--- src/rtl/lsu.sv ---
// lsu: byte/half/word load-store unit driving data RAM port 1 with byte address + lane mask.
// Optional macro LSU_MISALIGN_EN: misaligned half/word accesses are split across two words.
module lsu #(
    parameter int ADDR_WIDTH = 8,
    parameter int DATA_WIDTH = 32
) (
    input  logic                  i_clk,
    input  logic                  i_rst,
    input  logic                  i_req_valid,
    output logic                  o_req_ready,
    input  logic                  i_req_we,
    input  logic [1:0]            i_req_size,
    input  logic                  i_req_unsigned,
    input  logic [ADDR_WIDTH-1:0] i_req_addr,
    input  logic [DATA_WIDTH-1:0] i_req_wdata,
    output logic                  o_rsp_valid,
    output logic [DATA_WIDTH-1:0] o_rsp_rdata,
    output logic                  o_rsp_err,
    output logic [ADDR_WIDTH-1:0] o_ram_rd_addr,
    output logic                  o_ram_rd_en,
    output logic [3:0]            o_ram_rd_mask,
    input  logic [DATA_WIDTH-1:0] i_ram_rd_data,
    output logic [ADDR_WIDTH-1:0] o_ram_wr_addr,
    output logic                  o_ram_wr_en,
    output logic [3:0]            o_ram_wr_mask,
    output logic [DATA_WIDTH-1:0] o_ram_wr_data
);
    typedef enum logic [1:0] {IDLE, ACC0, ACC1, RESP} state_t;

    state_t                  state_q;
    logic                    we_q;
    logic [1:0]              size_q;
    logic                    uns_q;
    logic [ADDR_WIDTH-1:0]   addr_q;
    logic [DATA_WIDTH-1:0]   wdata_q;
`ifdef LSU_MISALIGN_EN
    logic [DATA_WIDTH-1:0]   word0_q;
    logic [ADDR_WIDTH-1:0]   next_waddr;
`endif

    logic                    rsp_valid_q, rsp_err_q;
    logic [DATA_WIDTH-1:0]   rsp_rdata_q, rsp_rdata_d;
    logic [ADDR_WIDTH-1:0]   rd_addr_q, wr_addr_q;
    logic                    rd_en_q, wr_en_q;
    logic [3:0]              rd_mask_q, wr_mask_q;
    logic [DATA_WIDTH-1:0]   wr_data_q;

    logic                    req_illegal;
    logic [ADDR_WIDTH-1:0]   req_waddr;

    // Lane mask of the access shifted to its byte offset; hi selects the second word.
    function automatic logic [3:0] lane_mask(input logic [1:0] size, input logic [1:0] off,
                                             input logic hi);
        logic [7:0] m;
        case (size)
            2'd0:    m = 8'b0000_0001;
            2'd1:    m = 8'b0000_0011;
            default: m = 8'b0000_1111;
        endcase
        m = m << off;
        return hi ? m[7:4] : m[3:0];
    endfunction

    function automatic logic [31:0] lane_data(input logic [31:0] wdata, input logic [1:0] off,
                                              input logic hi);
        logic [63:0] d;
        d = {32'd0, wdata} << {off, 3'b000};
        return hi ? d[63:32] : d[31:0];
    endfunction

    function automatic logic [31:0] extract(input logic [63:0] words, input logic [1:0] off,
                                            input logic [1:0] size, input logic uns);
        logic [31:0] s;
        logic [31:0] r;
        s = 32'(words >> {off, 3'b000});
        case (size)
            2'd0:    r = uns ? {24'd0, s[7:0]}  : {{24{s[7]}}, s[7:0]};
            2'd1:    r = uns ? {16'd0, s[15:0]} : {{16{s[15]}}, s[15:0]};
            default: r = s;
        endcase
        return r;
    endfunction

`ifdef LSU_MISALIGN_EN
    assign req_illegal = (i_req_size == 2'd3);
    assign next_waddr  = {addr_q[ADDR_WIDTH-1:2], 2'b00} + ADDR_WIDTH'(4);
`else
    assign req_illegal = (i_req_size == 2'd3)
                       || (i_req_size == 2'd1 && i_req_addr[0])
                       || (i_req_size == 2'd2 && i_req_addr[1:0] != 2'b00);
`endif
    assign req_waddr = {i_req_addr[ADDR_WIDTH-1:2], 2'b00};

    // Load result formed from the word(s) arriving this cycle so the response is registered.
    always_comb begin
        rsp_rdata_d = '0;
        if (!we_q) begin
`ifdef LSU_MISALIGN_EN
            if (state_q == ACC1)
                rsp_rdata_d = extract({i_ram_rd_data, word0_q}, addr_q[1:0], size_q, uns_q);
            else
                rsp_rdata_d = extract({32'd0, i_ram_rd_data}, addr_q[1:0], size_q, uns_q);
`else
            rsp_rdata_d = extract({32'd0, i_ram_rd_data}, addr_q[1:0], size_q, uns_q);
`endif
        end
    end

    // Request fields and first load word carry no reset; the FSM qualifies their use.
    always_ff @(posedge i_clk) begin
        if (state_q == IDLE && i_req_valid) begin
            we_q    <= i_req_we;
            size_q  <= i_req_size;
            uns_q   <= i_req_unsigned;
            addr_q  <= i_req_addr;
            wdata_q <= i_req_wdata;
        end
`ifdef LSU_MISALIGN_EN
        if (state_q == ACC0)
            word0_q <= i_ram_rd_data;
`endif
    end

    always_ff @(posedge i_clk or posedge i_rst) begin
        if (i_rst) begin
            state_q     <= IDLE;
            rsp_valid_q <= 1'b0;
            rsp_err_q   <= 1'b0;
            rsp_rdata_q <= '0;
            rd_addr_q   <= '0;
            rd_en_q     <= 1'b0;
            rd_mask_q   <= '0;
            wr_addr_q   <= '0;
            wr_en_q     <= 1'b0;
            wr_mask_q   <= '0;
            wr_data_q   <= '0;
        end else begin
            rsp_valid_q <= 1'b0;
            rsp_err_q   <= 1'b0;
            rsp_rdata_q <= '0;
            rd_addr_q   <= '0;
            rd_en_q     <= 1'b0;
            rd_mask_q   <= '0;
            wr_addr_q   <= '0;
            wr_en_q     <= 1'b0;
            wr_mask_q   <= '0;
            wr_data_q   <= '0;
            case (state_q)
                IDLE: begin
                    if (i_req_valid) begin
                        if (req_illegal) begin
                            state_q     <= RESP;
                            rsp_valid_q <= 1'b1;
                            rsp_err_q   <= 1'b1;
                        end else begin
                            state_q <= ACC0;
                            if (i_req_we) begin
                                wr_en_q   <= 1'b1;
                                wr_addr_q <= req_waddr;
                                wr_mask_q <= lane_mask(i_req_size, i_req_addr[1:0], 1'b0);
                                wr_data_q <= lane_data(i_req_wdata, i_req_addr[1:0], 1'b0);
                            end else begin
                                rd_en_q   <= 1'b1;
                                rd_addr_q <= req_waddr;
                                rd_mask_q <= lane_mask(i_req_size, i_req_addr[1:0], 1'b0);
                            end
                        end
                    end
                end
                ACC0: begin
`ifdef LSU_MISALIGN_EN
                    if (lane_mask(size_q, addr_q[1:0], 1'b1) != 4'd0) begin
                        state_q <= ACC1;
                        if (we_q) begin
                            wr_en_q   <= 1'b1;
                            wr_addr_q <= next_waddr;
                            wr_mask_q <= lane_mask(size_q, addr_q[1:0], 1'b1);
                            wr_data_q <= lane_data(wdata_q, addr_q[1:0], 1'b1);
                        end else begin
                            rd_en_q   <= 1'b1;
                            rd_addr_q <= next_waddr;
                            rd_mask_q <= lane_mask(size_q, addr_q[1:0], 1'b1);
                        end
                    end else begin
                        state_q     <= RESP;
                        rsp_valid_q <= 1'b1;
                        rsp_rdata_q <= rsp_rdata_d;
                    end
`else
                    state_q     <= RESP;
                    rsp_valid_q <= 1'b1;
                    rsp_rdata_q <= rsp_rdata_d;
`endif
                end
                ACC1: begin
                    state_q     <= RESP;
                    rsp_valid_q <= 1'b1;
                    rsp_rdata_q <= rsp_rdata_d;
                end
                default: begin
                    state_q <= IDLE;
                end
            endcase
        end
    end

    assign o_req_ready   = (state_q == IDLE) & ~i_rst;
    assign o_rsp_valid   = rsp_valid_q;
    assign o_rsp_rdata   = rsp_rdata_q;
    assign o_rsp_err     = rsp_err_q;
    assign o_ram_rd_addr = rd_addr_q;
    assign o_ram_rd_en   = rd_en_q;
    assign o_ram_rd_mask = rd_mask_q;
    assign o_ram_wr_addr = wr_addr_q;
    assign o_ram_wr_en   = wr_en_q;
    assign o_ram_wr_mask = wr_mask_q;
    assign o_ram_wr_data = wr_data_q;
endmodule

--- config.mk ---
export PLATFORM = sky130hd
export DESIGN_NAME = lsu
export DESIGN_NICKNAME = d
export VERILOG_FILES = /design/src/rtl/lsu.sv
export SDC_FILE = /design/constraint.sdc
export NUM_CORES = 1
export LEC_CHECK = 0
export CORE_MARGIN = 2
export CORE_UTILIZATION = 57
export CTS_CLUSTER_SIZE = 14
export DETAILED_ROUTE_END_ITERATION = 10
export DONT_BUFFER_PORTS = 1
export PLACE_DENSITY = 0.78
export SLEW_MARGIN = 0
export SYNTH_ARGS = -nofsm -noshare
export SYNTH_HDL_FRONTEND = slang
export SYNTH_SLANG_ARGS = --single-unit
export TNS_END_PERCENT = 1
--- constraint.sdc ---
create_clock -name i_clk -period 2.8 [get_ports i_clk]
set_input_delay 0.56 -clock i_clk [delete_from_list [all_inputs] [get_ports i_clk]]
set_output_delay 0.56 -clock i_clk [all_outputs]
set_load 0.03 [all_outputs]
==> reports/summary.txt <==
Largest net degree at the start of global routing - 43
Maximum clock path buffer count - 2
Clk sinks - 96
Vias in the first global route - 2701
CTS tree - built
Synth top area cells - dfrtp_1 (52%), mux2i_1 (5.6%), a211oi_1 (4.7%)
Pwr Density - 738 nW/um^2
Startpoint type of the worst setup path - flop
Max Clock Freq - 472 MHz
Root Driver - clkbuf_8
Post-synth ARST share - 93.8%
RSZ-0062 raised after global routing - no
Slowest CP cell - nor2b_1
Post-synthesis average cell area - 12.3 sq um
CP cell instances - inv_1, ha_1, nor2b_1
Synth cell count leaders - dfrtp_1 (90), a211oi_1 (27), mux2i_1 (24), and2_1 (22), nor2b_1 (21)
Top_reg_cell synth - dfrtp_1
Slew HR - 42.6%
Post-CTS Setup Bufs - 0
Final setup fails - 0
Tmin final - 2.12 ns
Drt pass-1 iters - 4
DR top layer - met5
Final net count - 423
Met3 WL post-DR - 602 microns
Total track usage - 22.2%
Worst Max-Slew Pin Slew - 0.860 ns
Metal-1 WL - 3.73 mm
Initial Utilization - 59.0%
Unique masters post-synth - 48
Worst skew pair latency - 0.36 ns
Seq/Total Area, Yosys - 56.5%
Worst-path fanout max - 6
Worst min path class - input port to asynchronous set/reset pin
CP Buf/Inv Count - 1
GP Congestion - 0.849
Cell Area, Synth - 4300 sq um
Outcome - completed
Yosys reg bits - 96
Reg-to-Reg Start - addr_q[1]
Vias - 2682
DIE HEIGHT - 90.9 microns
DIE AREA - 8260 sq um
Critical Path Max Stage Delay - 0.51 ns
Floorplan row count - 31
ANT cells - 0
CTS buffer count - 9
Cells after synthesis - 351
First-pass GRT wire length - 14.4 mm
Reg2reg end - o_rsp_rdata[22]
Clock-pin slew on the worst setup and hold paths - 0.09 ns
Post-CTS Hold Fix Bufs - 0
Antenna violations before repair - 1
Die W - 90.9 microns
Final Max Tran Viols - 0
Count leader, synth - dfrtp_1
Utilization after layout - 62.1%
Remaining antenna violation count - 0
Setup TNS Final - 0 ns
Layout cell share with drive strength beyond 1 - 16.7%
Ys Warns - 0
Peak supply drop - 0.465 mV
Endpoint type of the worst setup path - output port
DP Worst Slack - 0.747 ns
Metal2 WL - 4.40 mm
H-tree depth - 3
Initial DRC Count - 108
Final wirelength - 8.85 mm
# port buffers - 0
Critical Path RT - 2.24 ns
Layout area overhead - 5.32%
Crit path from - state_q[0]
Crit path kind - flop to output port
Share of the synthesized area in the top cell type - 52.4%
Fillers - 603
Worst setup margin - 0.679 ns
Number of synthesized flops with an enable pin - 6
Global route overflow - 0
R2R depth - 4
CTS resizes - 0
Worst R2R Setup Slack - 0.74 ns
Core area - 7290 sq um
Drt wl/cell - 19.8 microns
Fin crit share - 75.7%
DRC violations left - 0
Dpl hpwl - 6.40 mm
Vias/cell - 6.01
Skew final - 0.0120 ns
MaxCap Viol Count - 0
Worst Path Arrival - 1.56 ns
CP delay by family, top - simple AND/OR/NAND/NOR gates
Final Hold Violating Endpoints - 0
Pleak - 2.03 nW
Top-Level Pins - 172
Synth area leader - dfrtp_1
## worst max path at each step
stage,end,slack (ns),depth (start not counted)
floorplan,o_req_ready,1.13,3
global placement,o_rsp_rdata[21],0.86,4
detailed placement,o_rsp_rdata[23],0.75,4
CTS,o_req_ready,0.66,3
global route,o_rsp_rdata[22],0.53,4
finish,o_req_ready,0.68,3
## power by group
part           switching, W  internal (W)
combinational      0.000309      0.000209
sequential         0.000333       0.00155
clock              0.000511      0.000433
total               0.00115       0.00219
## state kept, by name (all words and copies together), names as in the netlist, 2 cells and up
name           flops
o_ram_wr_data     32
o_rsp_rdata       32
o_ram_rd_addr      6
o_ram_wr_addr      6
o_ram_rd_mask      4
o_ram_wr_mask      4
addr_q             2
size_q             2
state_q            2
## cells in the final DEF, fill, tap and decap left out, drive strengths merged, types with 6 or more instances in the layout
master and instances:
dfrtp 90, a211oi 31, mux2i 24, and2 22, nor2b 21, nor2 18, a21oi 16, mux2 10
nand2 9, o21ai 9, clkbuf 9, a2bb2oi 9, nor3 9, o2bb2ai 8, inv 8, or2 7
edfxtp 6
## stage by stage
| step | power (W) | area [sq um] | hold WS (ns) | cells |
|---|---|---|---|---|
| floorplan | 0.00236 | 4320 | 0.469 | 354 |
| global placement | 0.00242 | 4320 | 0.487 | 430 |
| detailed placement | 0.00244 | 4320 | 0.514 | 430 |
| CTS | 0.00338 | 4530 | 0.236 | 446 |
| global route | 0.00350 | 4530 | 0.225 | 446 |
| finish | 0.00334 | 4530 | 0.228 | 446 |
## per-layer routing
layer | GRT usage, % | up-vias
met3 | 6.51 | 16
met4 | 7.58 | 2
met5 | 0 | -
li1 | - | 1216
met2 | 36.4 | 112
met1 | 28.5 | 1336
## cell type report
class                           instances  area, sq um  area share [%]
Clock buffer                            9          124            2.73
Tap cell                               99          124            2.73
Sequential cell                        96         2430            53.7
Clock inverter                          7         87.6            1.93
Timing Repair Buffer                    5         50.0            1.10
Inverter                                6         26.3           0.580
Multi-Input combinational cell        224         1690            37.2
## cell families after synthesis
kind of cell	count (synthesis)	share of synthesized area [%]
DFF	96	56.5
adders and majority gates	2	0.582
xor gates and xnor gates	2	0.407
muxes	35	8.81
AOI/OAI and AO/OA	83	15.3
and+or+nand+nor	98	13.7
other	1	0.0872
buffers and inverters	34	4.51
## worst reg2reg max path: cells and delay by family (launching register included)
family,cells,cell delay (ns)
buffers and inverters,1,0.32
AOI/OAI and AO/OA,2,0.75
DFF,1,0.45
muxes,1,0.40
Power figures use the tool's default switching activity.
